--- src/rtl/sprite_pos_pkg.sv ---
// Shared types and defaults for the sprite position bank.
//   pos_state_t  : per-channel handshake state (idle / move in progress)
//   DEF_POS_W    : default packed board-position word width
//   DEF_INIT_POS : default position loaded on reset and on channel clear
package sprite_pos_pkg;

    typedef enum logic {
        PS_IDLE = 1'b0,
        PS_MOVE = 1'b1
    } pos_state_t;

    localparam int unsigned DEF_POS_W = 28;
    localparam logic [DEF_POS_W-1:0] DEF_INIT_POS = 28'd0;

endpackage

--- src/rtl/pos_channel.sv ---
// One sprite channel: IDLE/MOVE handshake against the mover's done flag,
// committed position register, move timeout and committed-move counter.
// Ports:
//   clk, reset        : clock, asynchronous active-low reset
//   done_move         : mover done flag (low while the sprite is moving)
//   position_in       : live position from the mover
//   clear             : synchronous channel clear (beats done_move and freeze)
//   freeze            : global hold; commit forced low
//   position          : committed position
//   moving            : channel is in PS_MOVE
//   commit            : one-cycle pulse when position is latched
//   timeout           : sticky move-timeout flag
//   move_count        : wrapping count of committed moves
module pos_channel
    import sprite_pos_pkg::*;
#(
    parameter int unsigned      POS_W     = DEF_POS_W,
    parameter logic [POS_W-1:0] INIT_POS  = POS_W'(DEF_INIT_POS),
    parameter int unsigned      TIMEOUT_W = 20,
    parameter int unsigned      CNT_W     = 8
) (
    input  logic             clk,
    input  logic             reset,
    input  logic             done_move,
    input  logic [POS_W-1:0] position_in,
    input  logic             clear,
    input  logic             freeze,
    output logic [POS_W-1:0] position,
    output logic             moving,
    output logic             commit,
    output logic             timeout,
    output logic [CNT_W-1:0] move_count
);

    // Counter value at which a stalled move is abandoned.
    localparam logic [TIMEOUT_W-1:0] TO_LAST = '1;

    pos_state_t             state_q;
    pos_state_t             state_d;
    logic [TIMEOUT_W-1:0]   tcnt_q;
    logic [TIMEOUT_W-1:0]   tcnt_d;
    logic [POS_W-1:0]       position_d;
    logic                   moving_d;
    logic                   commit_d;
    logic                   timeout_d;
    logic [CNT_W-1:0]       move_count_d;

    // State and output registers.
    always_ff @(posedge clk or negedge reset) begin
        if (!reset) begin
            state_q    <= PS_IDLE;
            tcnt_q     <= '0;
            position   <= INIT_POS;
            moving     <= 1'b0;
            commit     <= 1'b0;
            timeout    <= 1'b0;
            move_count <= '0;
        end else begin
            state_q    <= state_d;
            tcnt_q     <= tcnt_d;
            position   <= position_d;
            moving     <= moving_d;
            commit     <= commit_d;
            timeout    <= timeout_d;
            move_count <= move_count_d;
        end
    end

    // Next-state and output logic; everything holds unless a rule fires.
    always_comb begin
        state_d      = state_q;
        tcnt_d       = tcnt_q;
        position_d   = position;
        commit_d     = 1'b0;
        timeout_d    = timeout;
        move_count_d = move_count;

        if (clear) begin
            state_d      = PS_IDLE;
            tcnt_d       = '0;
            position_d   = INIT_POS;
            timeout_d    = 1'b0;
            move_count_d = '0;
        end else if (!freeze) begin
            case (state_q)
                PS_IDLE: begin
                    // A low done flag is needed to start; a held-high flag never retriggers.
                    if (!done_move) begin
                        state_d = PS_MOVE;
                        tcnt_d  = '0;
                    end
                end
                PS_MOVE: begin
                    if (done_move) begin
                        state_d      = PS_IDLE;
                        position_d   = position_in;
                        commit_d     = 1'b1;
                        move_count_d = move_count + CNT_W'(1);
                    end else begin
                        tcnt_d = tcnt_q + TIMEOUT_W'(1);
                        // Abandon the move without latching; the flag is sticky.
                        if (tcnt_d == TO_LAST) begin
                            state_d   = PS_IDLE;
                            timeout_d = 1'b1;
                        end
                    end
                end
                default: state_d = PS_IDLE;
            endcase
        end

        moving_d = (state_d == PS_MOVE);
    end

endmodule

--- src/rtl/sprite_position_bank.sv ---
// Committed-position bank for N_CH sprites (channel 0 is Qbert).
// Each channel runs its own move handshake; this level flags Qbert-versus-enemy
// collisions one cycle after any channel commits.
// Ports:
//   clk, reset    : clock, asynchronous active-low reset
//   done_move     : per-channel mover done flags
//   position_in   : per-channel live positions, channel k at [k*POS_W +: POS_W]
//   clear_ch      : per-channel synchronous clear
//   freeze        : global hold (pause screen)
//   dff_position  : committed positions, same packing as position_in
//   moving        : per-channel move in progress
//   commit        : per-channel one-cycle latch pulse
//   timeout       : per-channel sticky move timeout
//   move_count    : per-channel committed-move counters, channel k at [k*CNT_W +: CNT_W]
//   collide       : one-cycle pulse, Qbert position equals some enemy position
//   collide_ch    : enemies matched on that pulse (bit 0 always 0)
module sprite_position_bank
    import sprite_pos_pkg::*;
#(
    parameter int unsigned      N_CH      = 4,
    parameter int unsigned      POS_W     = DEF_POS_W,
    parameter logic [POS_W-1:0] INIT_POS  = POS_W'(DEF_INIT_POS),
    parameter int unsigned      TIMEOUT_W = 20,
    parameter int unsigned      CNT_W     = 8
) (
    input  logic                    clk,
    input  logic                    reset,
    input  logic [N_CH-1:0]         done_move,
    input  logic [N_CH*POS_W-1:0]   position_in,
    input  logic [N_CH-1:0]         clear_ch,
    input  logic                    freeze,
    output logic [N_CH*POS_W-1:0]   dff_position,
    output logic [N_CH-1:0]         moving,
    output logic [N_CH-1:0]         commit,
    output logic [N_CH-1:0]         timeout,
    output logic [N_CH*CNT_W-1:0]   move_count,
    output logic                    collide,
    output logic [N_CH-1:0]         collide_ch
);

    logic [N_CH-1:0] match_c;

    // Per-sprite handshake channels.
    for (genvar k = 0; k < N_CH; k++) begin : g_ch
        pos_channel #(
            .POS_W     (POS_W),
            .INIT_POS  (INIT_POS),
            .TIMEOUT_W (TIMEOUT_W),
            .CNT_W     (CNT_W)
        ) u_ch (
            .clk         (clk),
            .reset       (reset),
            .done_move   (done_move[k]),
            .position_in (position_in[k*POS_W +: POS_W]),
            .clear       (clear_ch[k]),
            .freeze      (freeze),
            .position    (dff_position[k*POS_W +: POS_W]),
            .moving      (moving[k]),
            .commit      (commit[k]),
            .timeout     (timeout[k]),
            .move_count  (move_count[k*CNT_W +: CNT_W])
        );
    end

    // Full-word compare of each enemy against Qbert; Qbert never matches itself.
    assign match_c[0] = 1'b0;
    for (genvar k = 1; k < N_CH; k++) begin : g_match
        assign match_c[k] = (dff_position[0 +: POS_W] == dff_position[k*POS_W +: POS_W]);
    end

    // Evaluate once on the cycle after any commit, seeing the freshly latched positions.
    always_ff @(posedge clk or negedge reset) begin
        if (!reset) begin
            collide    <= 1'b0;
            collide_ch <= '0;
        end else if (freeze) begin
            collide    <= 1'b0;
            collide_ch <= '0;
        end else if (|commit) begin
            collide    <= |match_c;
            collide_ch <= match_c;
        end else begin
            collide    <= 1'b0;
            collide_ch <= '0;
        end
    end

endmodule

--- config.mk ---
export PLATFORM = sky130hd
export DESIGN_NAME = sprite_position_bank
export DESIGN_NICKNAME = d
export VERILOG_FILES = /design/src/rtl/sprite_pos_pkg.sv /design/src/rtl/pos_channel.sv /design/src/rtl/sprite_position_bank.sv
export SDC_FILE = /design/constraint.sdc
export NUM_CORES = 1
export LEC_CHECK = 0
export BUFFER_PORTS_ARGS = -buffer_cell sky130_fd_sc_hd__buf_2
export CORE_MARGIN = 3
export CORE_UTILIZATION = 51
export CTS_BUF_LIST = sky130_fd_sc_hd__clkbuf_4
export DETAILED_ROUTE_END_ITERATION = 12
export MAX_ROUTING_LAYER = met4
export PLACE_DENSITY = 0.79
export RECOVER_POWER = 50
export SLEW_MARGIN = 20
export SYNTH_ARGS = -nofsm -noshare
export SYNTH_HDL_FRONTEND = slang
export SYNTH_SLANG_ARGS = --single-unit
--- constraint.sdc ---
create_clock -name clk -period 2.3 [get_ports clk]
set_clock_uncertainty 0.2 [all_clocks]
set_input_delay 0.46 -clock clk [delete_from_list [all_inputs] [get_ports clk]]
set_output_delay 0.46 -clock clk [all_outputs]
set_load 0.03 [all_outputs]
==> results of run 1 <==
==> area by class of cell <==
class	instances	area, um2
multi-input cells	878	5998
fillers	1711	6755
well taps	319	399.1
clock buffers	94	705.7
inverters	15	56.30
repair buffers	513	3480
clock inverters	18	125.1
diodes	3	7.507
flip-flops and latches	240	6016
==> power groups by stage <==
stage          Combinational [W]  Clock [W]  Sequential [W]
2_1_floorplan           0.000241          0         0.00447
3_3_place_gp            0.000683          0         0.00441
3_5_place_dp            0.000694          0         0.00441
4_1_cts                 0.000858    0.00398         0.00433
5_1_grt                 0.000928    0.00422         0.00434
6_report                0.000873    0.00394         0.00434
==> worst register-to-register path, stage by stage (launching register included) <==
cell and delay, ps:
sky130_fd_sc_hd__dfrtp_1 440, sky130_fd_sc_hd__and4_1 350, sky130_fd_sc_hd__and3_1 240, sky130_fd_sc_hd__nand4_1 180, sky130_fd_sc_hd__xnor2_2 290, sky130_fd_sc_hd__o21ai_0 190, sky130_fd_sc_hd__o41ai_2 300
==> layer usage <==
metal,part of all wire,vias up,track usage,routed length [um]
li1,-,5511,-,-
met1,0.39,6108,0.4336,17460
met2,0.46,781,0.5239,20630
met3,0.091,217,0.07284,4059
met4,0.055,0,0.1686,2454
met5,0,-,-,0
==> per-stage QoR <==
| step | power, W | worst slack [ps] | hold slack [ps] |
|---|---|---|---|
| after detailed placement | 0.005107 | -158.2 | 200.2 |
| after global placement | 0.005094 | -63.21 | 191.7 |
| after CTS | 0.009168 | 0.9310 | 20.37 |
| final | 0.009157 | 25.08 | 24.62 |
| after floorplan | 0.004710 | 34.63 | -35.59 |
| after global routing | 0.009487 | -36.09 | 2.850 |
==> cells in the final DEF, fill, tap and decap left out, types with 28 or more instances in the layout <==
master and n:
sky130_fd_sc_hd__buf_4 99, sky130_fd_sc_hd__xor2_1 106, sky130_fd_sc_hd__dfrtp_1 232, sky130_fd_sc_hd__o21ai_0 100
sky130_fd_sc_hd__a22o_1 120, sky130_fd_sc_hd__nand2_1 75, sky130_fd_sc_hd__nand3_1 50, sky130_fd_sc_hd__a21oi_1 28
sky130_fd_sc_hd__nor2_1 85, sky130_fd_sc_hd__dlygate4sd3_1 120, sky130_fd_sc_hd__clkbuf_4 94, sky130_fd_sc_hd__nand4_1 35
sky130_fd_sc_hd__buf_2 278
==> Yosys cell counts (2+ instances only) <==
cell type,n,share of area
sky130_fd_sc_hd__dfrtp_1,240,0.49
sky130_fd_sc_hd__a22o_1,120,0.086
sky130_fd_sc_hd__xor2_1,106,0.076
sky130_fd_sc_hd__o21ai_0,100,0.041
sky130_fd_sc_hd__nor2_1,89,0.027
sky130_fd_sc_hd__nand2_1,78,0.024
sky130_fd_sc_hd__clkbuf_1,60,0.018
sky130_fd_sc_hd__nand3_1,52,0.021
sky130_fd_sc_hd__nand4_1,35,0.018
sky130_fd_sc_hd__a21oi_1,29,0.012
sky130_fd_sc_hd__and3_1,29,0.015
sky130_fd_sc_hd__nor4_1,29,0.015
sky130_fd_sc_hd__a31oi_1,27,0.014
sky130_fd_sc_hd__o31ai_1,23,0.014
sky130_fd_sc_hd__xnor2_1,17,0.012
sky130_fd_sc_hd__buf_4,15,0.0092
sky130_fd_sc_hd__buf_2,14,0.0057
sky130_fd_sc_hd__inv_1,14,0.0043
sky130_fd_sc_hd__ha_1,12,0.012
sky130_fd_sc_hd__nor3_1,12,0.0049
sky130_fd_sc_hd__nor2b_1,11,0.0056
sky130_fd_sc_hd__o41ai_1,9,0.0064
sky130_fd_sc_hd__nand2b_1,8,0.0041
sky130_fd_sc_hd__and2_1,7,0.0036
sky130_fd_sc_hd__nand4b_1,7,0.0050
sky130_fd_sc_hd__o21ai_1,7,0.0029
sky130_fd_sc_hd__o22ai_1,7,0.0036
sky130_fd_sc_hd__nor4_2,6,0.0061
sky130_fd_sc_hd__mux2_2,4,0.0037
sky130_fd_sc_hd__nand3b_1,4,0.0025
sky130_fd_sc_hd__a21o_1,3,0.0018
sky130_fd_sc_hd__o21a_1,3,0.0018
sky130_fd_sc_hd__o31a_1,3,0.0021
sky130_fd_sc_hd__a21bo_2,2,0.0016
sky130_fd_sc_hd__a41oi_1,2,0.0014
sky130_fd_sc_hd__and4_1,2,0.0014
sky130_fd_sc_hd__and4_4,2,0.0018
sky130_fd_sc_hd__nor3_2,2,0.0016
sky130_fd_sc_hd__nor3b_1,2,0.0012
sky130_fd_sc_hd__or2_2,2,0.0010
sky130_fd_sc_hd__or3_1,2,0.0010
sky130_fd_sc_hd__or4_1,2,0.0012
==> repair_timing <==
action | in CTS | in global routing
pin swaps | 3 | 14
buffers inserted | 2 | 15
hold buffers | 120 | 0
hold endpoints to repair | 377 | 0
setup endpoints to repair | 5 | 14
gates resized for setup | 8 | 36
==> worst paths after layout <==
path	startpoint	to	slack [ps]	cells past startpoint
worst max-delay path	g_ch[3].u_ch.tcnt_q[12]$_DFFE_PN0P_	g_ch[3].u_ch.timeout$_DFFE_PN0P_	30	6
worst min-delay path	done_move[0]	g_ch[0].u_ch.moving$_DFFE_PN0N_	20	3
worst max register to register	g_ch[3].u_ch.tcnt_q[12]$_DFFE_PN0P_	g_ch[3].u_ch.timeout$_DFFE_PN0P_	30	6
worst min register to register	g_ch[1].u_ch.tcnt_q[13]$_DFFE_PN0P_	g_ch[1].u_ch.tcnt_q[13]$_DFFE_PN0P_	290	1
max in group asynchronous	reset	g_ch[2].u_ch.tcnt_q[14]$_DFFE_PN0P_	340	3
min in group asynchronous	reset	g_ch[1].u_ch.tcnt_q[19]$_DFFE_PN0P_	420	2
==> registers in the layout (all words and copies together), names as in the netlist <==
name and cells:
g_ch.u_ch.tcnt_q 80, collide 1, collide_ch 3, g_ch.u_ch.position 112
g_ch.u_ch.move_count 32, g_ch.u_ch.commit 4, g_ch.u_ch.timeout 4, g_ch.u_ch.moving 4
==> kinds of logic after synthesis <==
| kind of cell | after synthesis | share of synthesized area |
|---|---|---|
| other | 1 | 0.0003060 |
| adders and majority gates | 12 | 0.01225 |
| DFF | 240 | 0.4900 |
| muxes | 6 | 0.005410 |
| buffers and inverters | 105 | 0.03879 |
| and+or+nand+nor | 390 | 0.1693 |
| AOI/OAI and AO/OA | 346 | 0.1961 |
| xor gates and xnor gates | 123 | 0.08789 |
==> impl_metrics.env, run 1 <==
export IMPL_status="completed"
export IMPL_startpoint_to_endpoint_class_of_the_critical_path="reg2reg"
export IMPL_worst_skew_pair_late_latency_ps=660
export IMPL_cts_tree="yes"
export IMPL_timing_critical_path_buf_inv=0
export IMPL_gp_routability_congestion=0.9355
export IMPL_wirelength_um=44600
export IMPL_post_drt_antenna_nets=0
export IMPL_pin_count=284
export IMPL_synth_seq_cells=240
export IMPL_final_area_um2=16790
export IMPL_critical_path_max_fanout=7
export IMPL_area_delta_synth_final_pct=36.96
export IMPL_leakage_nw=8.678
export IMPL_critPathLaunchType="flip-flop"
export IMPL_seq_power_share=0.474
export IMPL_peakVddDrop_v=0.0003848
export IMPL_vias=12617
export IMPL_post_route_util=0.7131
export IMPL_layout_nets=1849
export IMPL_placed_cells=1828
export IMPL_switching_share=0.2644
export IMPL_die_height_um=161.0
export IMPL_clock_path_buffers=3
export IMPL_clkSlewWorstSetupHoldPaths_ps=70
export IMPL_core_area_um2=23540
export IMPL_unrepaired_setup_endpoints_after_global_routing="yes"
export IMPL_synth_seq_area_share=0.4900
export IMPL_first_global_vias=12383
export IMPL_dp_final_hpwl_um=29080
export IMPL_timing_critical_path_to_type="flip-flop"
export IMPL_route_detailed_wl_per_inst_um=21.44
export IMPL_timing_final_setup_violations=0
export IMPL_grt_overflow=0
export IMPL_cts_buffers=66
export IMPL_cts_root_buffer_cell="sky130_fd_sc_hd__clkbuf_4"
export IMPL_floorplan_initialDensity=0.5206
export IMPL_power_frac_comb=0.095
export IMPL_synth_edff_count=0
export IMPL_post_route_drc_count=0
export IMPL_timing_critical_path_slowest_stage_cell="sky130_fd_sc_hd__dfrtp_1"
export IMPL_timing_final_crit_period_ps=2275
export IMPL_syn_avg_cell_area_um2=10.02
export IMPL_crit_path_max_cell_delay_ps=440
export IMPL_crit_path_cell_trace="and4_1 > and3_1 > nand4_1 > xnor2_2 > o21ai_0 > o41ai_2"
export IMPL_cts_num_sinks=240
export IMPL_synth_warnings=0
export IMPL_final_hold_viol_count=0
export IMPL_netlist_instances=1223
export IMPL_synthArstFlopShare=1.000
export IMPL_max_freq_mhz=439.6
export IMPL_cellInternalPower_w=0.006736
export IMPL_die_x_um=161.0
export IMPL_cellPowerDensity_nw_per_um2=545.4
export IMPL_grt_antenna_before_repair=3
export IMPL_worst_endpoint_arrival_ps=2630
export IMPL_worst_slew_pin_slew_ps=1245
export IMPL_num_rows=56
export IMPL_synthFlopType="sky130_fd_sc_hd__dfrtp_1"
export IMPL_die_area_um2=25930
export IMPL_grt_pass1_wl_um=68430
export IMPL_clkPwrFrac=0.431
export IMPL_net_switching_power_w=0.002421
export IMPL_final_period_utilization=0.9891
export IMPL_routed_via_density=6.066
export IMPL_drive_gt1_frac=0.3134
export IMPL_detail_route_iter0_violations=1327
export IMPL_drt_first_pass_iters=6
export IMPL_post_layout_nonfiller_instances=2080
export IMPL_hold_path_class="in2reg"
export IMPL_worst_endpoint_required_ps=2650
export IMPL_clock_tree_htree_level_count=3
export IMPL_postSynthNetCount=1358
export IMPL_post_synth_instance_area_um2=12260
export IMPL_timing_slew_headroom=0.1699
export IMPL_global_route_total_usage_across_every_layer=0.3415
export IMPL_postPlaceCellArea_um2=14510
export IMPL_setup_tns_after_final_layout_ps=0
export IMPL_drv_max_cap_violation_count=0
export IMPL_input_output_buffers=282
export IMPL_pin_count_of_the_biggest_net_entering_global_routing=56
export IMPL_timing_final_max_slew_violations=0
export IMPL_post_synth_num_cell_types=67
export IMPL_path_delay_family="simple AND/OR/NAND/NOR gates"
Note: power is estimated with default switching activity, not from simulation.
==> inputs of run 2 (changes only) <==
--- a/config.mk
+++ b/config.mk
@@ -11,7 +11,7 @@
 export CTS_BUF_LIST = sky130_fd_sc_hd__clkbuf_4
 export DETAILED_ROUTE_END_ITERATION = 12
 export MAX_ROUTING_LAYER = met4
-export PLACE_DENSITY = 0.79
+export PLACE_DENSITY = 0.78
 export RECOVER_POWER = 50
 export SLEW_MARGIN = 20
 export SYNTH_ARGS = -nofsm -noshare
==> run 2 against run 1 <==
Wire length down 4.9%. Cell count down 1.5%. Clock-buffer cell count down 5. Worst setup slack better by 7.7 ps. Via count down 3.1%. Largest power group unchanged. Clock power down 11%. Critical path type is now reg2out. Hold slack better by 8.4 ps. Sequential power about the same. Critical path depth down 5. Fmax up 0.34%.
==> impl_metrics.env, run 2 (synthesis gave the netlist of run 1 again) <==
export IMPL_pin_count=284
export IMPL_detail_route_iter0_violations=1112
export IMPL_regToRegSetupSlack_ps=70
export IMPL_die_area_um2=25930
export IMPL_clock_tree_htree_level_count=2
export IMPL_num_rows=56
export IMPL_drive_gt1_frac=0.2953
export IMPL_status="completed"
export IMPL_unrepaired_setup_endpoints_after_global_routing="yes"
export IMPL_final_common_cell="sky130_fd_sc_hd__buf_2"
export IMPL_dp_final_hpwl_um=28840
export IMPL_vias=12221
export IMPL_global_route_total_usage_across_every_layer=0.3274
export IMPL_timing_critical_path_to_type="output port"
export IMPL_routed_via_density=5.964
export IMPL_final_period_utilization=0.9857
export IMPL_crit_path_cell_trace="buf_2"
export IMPL_cts_tree="yes"
export IMPL_input_output_buffers=282
export IMPL_top_register="g_ch.u_ch.position"
export IMPL_startpoint_to_endpoint_class_of_the_critical_path="reg2out"
export IMPL_timing_critical_path_buf_inv=1
export IMPL_peakVddDrop_v=0.0004167
export IMPL_final_hold_viol_count=0
export IMPL_timing_final_crit_period_ps=2267
export IMPL_grt_overflow=0
export IMPL_path_delay_family="flip-flops"
export IMPL_grt_antenna_before_repair=2
export IMPL_critical_path_max_fanout=5
export IMPL_die_x_um=161.0
export IMPL_pin_count_of_the_biggest_net_entering_global_routing=57
export IMPL_clkSlewWorstSetupHoldPaths_ps=70
export IMPL_worst_endpoint_required_ps=1640
export IMPL_mostFrequentLayoutCells="sky130_fd_sc_hd__buf_2 (279), sky130_fd_sc_hd__dfrtp_1 (227), sky130_fd_sc_hd__dlygate4sd3_1 (121)"
export IMPL_die_height_um=161.0
export IMPL_first_global_vias=12190
export IMPL_post_drt_antenna_nets=0
export IMPL_cellPowerDensity_nw_per_um2=531.7
export IMPL_worst_endpoint_arrival_ps=1610
export IMPL_holdPathEnd="g_ch[0].u_ch.moving$_DFFE_PN0N_"
export IMPL_clock_path_buffers=3
export IMPL_wirelength_um=42430
export IMPL_layout_nets=1821
export IMPL_crit_path_max_cell_delay_ps=590
export IMPL_cts_buffers=61
export IMPL_cts_num_sinks=240
export IMPL_largestRegisters="g_ch.u_ch.position: 112 flops, g_ch.u_ch.tcnt_q: 80 flops, g_ch.u_ch.move_count: 32 flops"
export IMPL_timing_slew_headroom=0.08846
export IMPL_worst_slew_pin_slew_ps=1367
export IMPL_timing_critical_path_slowest_stage_cell="sky130_fd_sc_hd__dfrtp_1"
export IMPL_timing_hold_worst_start="freeze"
export IMPL_timing_final_max_slew_violations=0
export IMPL_max_freq_mhz=441.1
export IMPL_power_total_w=0.008708
export IMPL_worst_r2r_cell_count=8
export IMPL_core_area_um2=23540
export IMPL_floorplan_initialDensity=0.5206
export IMPL_critPathLaunchType="flip-flop"
export IMPL_final_fill_count=1775
export IMPL_finalHoldWorstSlack_ps=32.97
export IMPL_postLayoutSetupSlackWorst_ps=32.83
export IMPL_worst_skew_pair_late_latency_ps=710
export IMPL_area_delta_synth_final_pct=33.63
export IMPL_drv_max_cap_violation_count=0
export IMPL_drt_first_pass_iters=5
export IMPL_hold_path_class="in2reg"
export IMPL_gp_routability_congestion=0.9366
export IMPL_worst_r2r_startpoint="g_ch[0].u_ch.tcnt_q[2]$_DFFE_PN0P_"
export IMPL_worst_slack_at_placement_ps=-172.4
export IMPL_critical_path_reg2reg_endpoint="g_ch[0].u_ch.moving$_DFFE_PN0N_"
export IMPL_grt_pass1_wl_um=65820
export IMPL_route_detailed_wl_per_inst_um=20.71
export IMPL_leakage_nw=8.453
export IMPL_post_route_drc_count=0
export IMPL_cts_root_buffer_cell="sky130_fd_sc_hd__clkbuf_4"
export IMPL_timing_final_setup_violations=0
export IMPL_worstHoldPathCells=2
export IMPL_largest_register_ffs=112
[run 2: cell count changes in the layout (fill, tap and decap cells not counted), moves of 3 or more]
cell,previous run,this run
sky130_fd_sc_hd__buf_4,99,74
sky130_fd_sc_hd__clkbuf_2,4,7
sky130_fd_sc_hd__clkbuf_4,94,89
sky130_fd_sc_hd__dfrtp_1,232,227
sky130_fd_sc_hd__dfrtp_2,8,13
sky130_fd_sc_hd__nand2_1,75,78
sky130_fd_sc_hd__nand2_2,3,0
sky130_fd_sc_hd__nor4_1,25,28
sky130_fd_sc_hd__nor4_4,6,3
[run 2: per-stage QoR]
stage / utilization / TNS (ps) / area [um2] / cells
finish: 0.6957 / 0 / 16380 / 2049
global route: 0.6956 / -287.7 / 16380 / 2048
CTS: 0.6946 / 0 / 16350 / 2040
detailed placement: 0.6110 / -4544 / 14390 / 1814
global placement: 0.6110 / -1886 / 14390 / 1814
floorplan: - / 0 / 12270 / 1223
[run 2: power breakdown]
part           internal (W)  switching, W  total [W]
Clock               0.00176       0.00175    0.00351
Combinational      0.000365      0.000490   0.000854
Sequential          0.00427     0.0000754    0.00434
[run 2: how the worst max path moves through the flow]
| stage | startpoint | endpoint | slack (ps) | cells after the start |
|---|---|---|---|---|
| CTS | g_ch[0].u_ch.position[25]$_DFFE_PN0P_ | dff_position[25] | 0.2 | 1 |
| floorplan | g_ch[0].u_ch.tcnt_q[1]$_DFFE_PN0P_ | g_ch[0].u_ch.moving$_DFFE_PN0N_ | 30 | 7 |
| global placement | freeze | g_ch[0].u_ch.tcnt_q[11]$_DFFE_PN0P_ | -70 | 5 |
| finish | g_ch[0].u_ch.position[13]$_DFFE_PN0P_ | dff_position[13] | 30 | 1 |
| detailed placement | freeze | g_ch[0].u_ch.tcnt_q[10]$_DFFE_PN0P_ | -170 | 5 |
| global route | g_ch[0].u_ch.tcnt_q[0]$_DFFE_PN0P_ | g_ch[0].u_ch.moving$_DFFE_PN0N_ | -60 | 8 |
[run 2: final cells by class]
cell class | instances | area, um2 | share of cell area
antenna | 3 | 7.507 | 0.0004584
clock buffer | 89 | 668.1 | 0.04079
clock inverter | 15 | 63.81 | 0.003896
inverter | 15 | 56.30 | 0.003438
multi-input combinational | 878 | 5891 | 0.3597
sequential | 240 | 6022 | 0.3677
tap | 319 | 399.1 | 0.02437
timing repair buffer | 490 | 3271 | 0.1997
[run 2: per-layer routing]
metal  up-vias  GRT usage  routed length [um]
met5         -          -                   0
met4         0     0.1713                2519
met3       179    0.07361                3692
met2       696     0.4921               19450
met1      5892     0.4180               16760
li1       5454          -                   -
[run 2: repair_timing]
| action | CTS | global route |
|---|---|---|
| pin swaps | 1 | 2 |
| endpoints found under the hold margin | 381 | 0 |
| gates resized for setup | 5 | 25 |
| setup endpoints to repair | 7 | 21 |
| hold buffers | 121 | 0 |
| buffers inserted | 1 | 6 |
